[config.mk]
export PLATFORM = sky130hd
export DESIGN_NAME = tdm_demux4
export DESIGN_NICKNAME = d
export VERILOG_FILES = /design/src/rtl/tdm_pkg.sv /design/src/rtl/tdm_slot_ctr.sv /design/src/rtl/tdm_demux4.sv
export SDC_FILE = /design/constraint.sdc
export NUM_CORES = 1
export LEC_CHECK = 0
export BUFFER_PORTS_ARGS = -buffer_cell sky130_fd_sc_hd__buf_2
export CAP_MARGIN = 20
export CORE_MARGIN = 5
export CORE_UTILIZATION = 42
export CTS_CLUSTER_DIAMETER = 150
export DETAILED_ROUTE_END_ITERATION = 10
export SYNTH_ARGS = -nofsm -noshare
export SYNTH_HDL_FRONTEND = slang
export SYNTH_SLANG_ARGS = --single-unit
[constraint.sdc]
create_clock -name clk -period 4.71 [get_ports clk]
set_input_delay 0.7065 -clock clk [delete_from_list [all_inputs] [get_ports clk]]
set_output_delay 0.7065 -clock clk [all_outputs]
set_load 0.1 [all_outputs]
[src/rtl/tdm_pkg.sv]
// Shared definitions for the 4-slot TDM link: slot geometry, receiver state encoding
// and the slot one-hot decode used by both the transmit select and the receive lane_sel.
package tdm_pkg;

  localparam int unsigned NUM_SLOTS = 4;
  localparam int unsigned SLOT_W    = 2;

  typedef enum logic {
    StHunt = 1'b0,
    StLock = 1'b1
  } state_e;

  function automatic logic [NUM_SLOTS-1:0] slot_onehot(input logic [SLOT_W-1:0] slot);
    slot_onehot       = '0;
    slot_onehot[slot] = 1'b1;
  endfunction

endpackage

[src/rtl/tdm_slot_ctr.sv]
// 2-bit wrapping slot counter with clear / load-to-1 controls and a one-hot lane select
// that is forced to zero while the receiver is not active (hunting).
module tdm_slot_ctr
  import tdm_pkg::*;
(
  input  logic                 clk,
  input  logic                 rst,
  input  logic                 inc,
  input  logic                 load1,
  input  logic                 clear,
  input  logic                 active,
  output logic [SLOT_W-1:0]    slot,
  output logic [NUM_SLOTS-1:0] lane_sel
);

  logic [SLOT_W-1:0] slot_q;

  always_ff @(posedge clk or posedge rst) begin
    if (rst) begin
      slot_q <= '0;
    end else if (clear) begin
      slot_q <= '0;
    end else if (load1) begin
      slot_q <= SLOT_W'(1);
    end else if (inc) begin
      slot_q <= slot_q + 1'b1;
    end
  end

  assign slot     = slot_q;
  assign lane_sel = active ? slot_onehot(slot_q) : '0;

endmodule

[src/rtl/tdm_demux4.sv]
// Receive side of the 4-channel TDM link: frame tracking, shadow capture and registered
// per-frame channel outputs. Define TDM_DEMUX_ERRCNT_EN to add the saturating err_cnt port.
module tdm_demux4 #(
  parameter int unsigned DW        = 1,
  parameter int unsigned NUM_SLOTS = 4
) (
  input  logic          clk,
  input  logic          rst,
  input  logic [DW-1:0] din,
  input  logic          en,
  input  logic          sync,
  output logic [DW-1:0] Y0,
  output logic [DW-1:0] Y1,
  output logic [DW-1:0] Y2,
  output logic [DW-1:0] Y3,
  output logic          frame_valid,
  output logic [3:0]    lane_sel,
  output logic          locked,
  output logic          sync_err
`ifdef TDM_DEMUX_ERRCNT_EN
  ,
  output logic [7:0]    err_cnt
`endif
);

  import tdm_pkg::*;

  if (NUM_SLOTS != tdm_pkg::NUM_SLOTS) begin : g_bad_num_slots
    $error("tdm_demux4: NUM_SLOTS must be 4");
  end

  state_e            state_q;
  logic [SLOT_W-1:0] slot;
  logic [DW-1:0]     shadow_q [3];
  logic [DW-1:0]     y_q [4];
  logic              frame_valid_q, sync_err_q;

  logic ctr_inc, ctr_load1, ctr_clear;
  logic early, missing, last, shadow_we;

  // Decode the current beat; only one of early/missing/last can be set.
  always_comb begin
    ctr_inc   = 1'b0;
    ctr_load1 = 1'b0;
    ctr_clear = 1'b0;
    early     = 1'b0;
    missing   = 1'b0;
    last      = 1'b0;
    shadow_we = 1'b0;
    if (en) begin
      unique case (state_q)
        StHunt: begin
          if (sync) begin
            ctr_load1 = 1'b1;
            shadow_we = 1'b1;
          end
        end
        StLock: begin
          if (sync && slot != '0) begin
            early     = 1'b1;
            ctr_load1 = 1'b1;
            shadow_we = 1'b1;
          end else if (!sync && slot == '0) begin
            missing   = 1'b1;
            ctr_clear = 1'b1;
          end else begin
            ctr_inc   = 1'b1;
            last      = (slot == SLOT_W'(NUM_SLOTS - 1));
            shadow_we = !last;
          end
        end
        default: ;
      endcase
    end
  end

  tdm_slot_ctr u_slot_ctr (
    .clk      (clk),
    .rst      (rst),
    .inc      (ctr_inc),
    .load1    (ctr_load1),
    .clear    (ctr_clear),
    .active   (state_q == StLock),
    .slot     (slot),
    .lane_sel (lane_sel)
  );

  always_ff @(posedge clk or posedge rst) begin
    if (rst) begin
      state_q       <= StHunt;
      frame_valid_q <= 1'b0;
      sync_err_q    <= 1'b0;
      for (int i = 0; i < 3; i++) shadow_q[i] <= '0;
      for (int i = 0; i < 4; i++) y_q[i] <= '0;
    end else begin
      frame_valid_q <= last;
      sync_err_q    <= early | missing;
      if (en && state_q == StHunt && sync) state_q <= StLock;
      if (missing) state_q <= StHunt;
      // Hunt and early-sync beats always land at slot 0 (counter is 0 or being reloaded).
      for (int i = 0; i < 3; i++) begin
        if (shadow_we && (early ? '0 : slot) == SLOT_W'(i)) shadow_q[i] <= din;
      end
      if (last) begin
        y_q[0] <= shadow_q[0];
        y_q[1] <= shadow_q[1];
        y_q[2] <= shadow_q[2];
        y_q[3] <= din;
      end
    end
  end

  assign Y0          = y_q[0];
  assign Y1          = y_q[1];
  assign Y2          = y_q[2];
  assign Y3          = y_q[3];
  assign frame_valid = frame_valid_q;
  assign sync_err    = sync_err_q;
  assign locked      = (state_q == StLock);

`ifdef TDM_DEMUX_ERRCNT_EN
  logic [7:0] err_cnt_q;

  always_ff @(posedge clk or posedge rst) begin
    if (rst) begin
      err_cnt_q <= '0;
    end else if ((early || missing) && err_cnt_q != 8'hff) begin
      err_cnt_q <= err_cnt_q + 8'd1;
    end
  end

  assign err_cnt = err_cnt_q;
`endif

endmodule

==> results.ini <==
[run_status]
status = finished, final reports clean

[timing]
finalCritPeriodShare = 0.4983
worst_pin_slew_ns = 0.4862
setup_violations = 0
slew_viol_final = 0
skew_ns = 0.003916
rsz0062_at_grt = false
setup_tns_ns = 0
slew_headroom = 0.6781
hold_violations = 0
period_needed_ns = 2.347
fmax_mhz = 426.0
setup_slack_ns = 2.363

[die]
die_area_sq_um = 2507
io-pin-count = 16
core-area_sq_um = 1506
die_w_um = 50.07
initial_core_util = 0.4477
die_height_um = 50.07
fp-row-count = 14

[global_route]
grt_pass1_wl_um = 2235
grt_util_all_layers = 0.1117
grt_max_degree = 16
antenna_found_initial = 0
overflow = 0
grt_pass1_vias = 513

[route]
vias_per_cell = 5.152
antenna_left = 0
routed_wl_um = 1258
drtPass1Iterations = 3
drt_iter0_drc = 5
wl_per_cell_um = 11.98
vias = 541
drc = 0

[final_layout]
final_cell_mix = nand2_1, buf_2, dfrtp_1, inv_1
n_antenna_cell = 0
fin_util = 0.5141
final_common_cell = nand2_1
drive_above_1_share = 0.2135
fin_area_sq_um = 774.5
fin_nets = 102
area_growth_pct = 14.84

[synth]
syn_inst = 73
ys_ff_latch = 12
ys_seq_area_frac = 0.4453
synth_fp_nets = 84
syn-cell-area_sq_um = 674.4
ys_types = 21
syn_area_per_cell_sq_um = 9.238
yosysWarnings = 0

[setup_path]
start_kind = register
cp_max_fo = 7
worstSetupPathType = reg -> reg
r2r_slack_ns = 2.36
end_kind = register
r2r-end = shadow_q[1]
r2r-start = u_slot_ctr.slot[0]
crit_arrival_ns = 2.50
r2r.worst_path.cells = 7
crit_required_ns = 4.86

[worst_hold_path]
hold_class = in -> async

[placed_design]
dp_slack_ns = 2.257
port_buffers = 15
globalplace.congestion = 0.8985
hpwlAfterDp_um = 960.8
placed_cell_area_sq_um = 752.0

[clock_network]
path_clk_slew_ns = 0.07
cts.sinks = 12
cts-root-buf = clkbuf_4
cts_setup_buffers = 0
clk_path_buf_depth = 2
cts_tree = built
htreeDepth = 1
insertion_delay_ns = 0.26
cts_resized = 0
cts_made_buffers = 3
hold_buffers = 0

[run]
drv_cap = 0

critical path, cell delays in order (launching register included):
cell     delay [ns]
dfrtp_1        0.46
inv_1          0.12
ha_1           0.24
ha_1           0.26
or4b_1         0.55
o21ai_2        0.08
and4_1         0.21
mux2_1         0.31
state kept, by name, summed over array words and instances (netlist names):
register and count:
frame_valid 1, Y3 1, Y1 1, u_slot_ctr.slot 2
locked 1, sync_err 1, Y2 1, shadow_q 3
Y0 1
through the flow:
step	hold WS (ns)	std cells
2_1_floorplan	0.4315	73
3_3_place_gp	0.4442	102
3_5_place_dp	0.4538	102
4_1_cts	0.4356	105
5_1_grt	0.4687	105
6_report	0.4330	105
synthesized netlist by cell type:
cell / count / area (sq um)
mux2_1: 3 / 33.78
inv_1: 7 / 26.28
or4b_1: 1 / 10.01
o21ai_2: 1 / 8.760
o211ai_1: 1 / 7.510
and2_1: 4 / 25.02
mux2i_1: 1 / 10.01
nand2_1: 16 / 60.06
o21ai_0: 1 / 5.000
nand4_1: 1 / 6.260
nor2_1: 5 / 18.77
nor3_1: 1 / 5.000
nand3_1: 1 / 5.000
and4_1: 1 / 8.760
ha_1: 6 / 75.07
nand4b_1: 1 / 8.760
clkbuf_1: 1 / 3.750
a31oi_1: 2 / 12.51
clkbuf_8: 1 / 13.76
dfrtp_1: 12 / 300.3
a21oi_1: 6 / 30.03
metal layers:
layer | track usage | wire, um | vias to the layer above
met3 | 0.05723 | 97 | 0
met2 | 0.1632 | 563 | 12
li1 | - | - | 279
met4 | 0.01310 | 0 | 0
met1 | 0.1503 | 598 | 250
met5 | 0 | 0 | -
cells by family after synthesis:
| logic type | share of synthesized area |
|---|---|
| and+or+nand+nor | 0.2189 |
| buffers and inverters | 0.06493 |
| DFF | 0.4453 |
| adders and majority gates | 0.1113 |
| muxes | 0.06493 |
| AOI/OAI and AO/OA | 0.09462 |
layout make-up:
type | count | area (sq um)
sequential | 12 | 300.3
tap | 16 | 20.02
fill | 147 | 732.0
clock buffer | 3 | 22.52
inverter | 7 | 26.28
timing repair buffer | 15 | 75.07
multi-input combinational | 52 | 330.3
how the worst max path moves through the flow:
stage	from	endpoint	cells past startpoint
5_1_grt	u_slot_ctr.slot[0]	shadow_q[1]	7
4_1_cts	u_slot_ctr.slot[0]	shadow_q[1]	7
3_5_place_dp	sync	shadow_q[1]	7
3_3_place_gp	sync	shadow_q[1]	7
2_1_floorplan	locked	lane_sel[0]	2
6_report	u_slot_ctr.slot[0]	shadow_q[1]	7
Power is not shown: default switching activity piles up to over one toggle a cycle in this logic, so the estimate is an artifact.
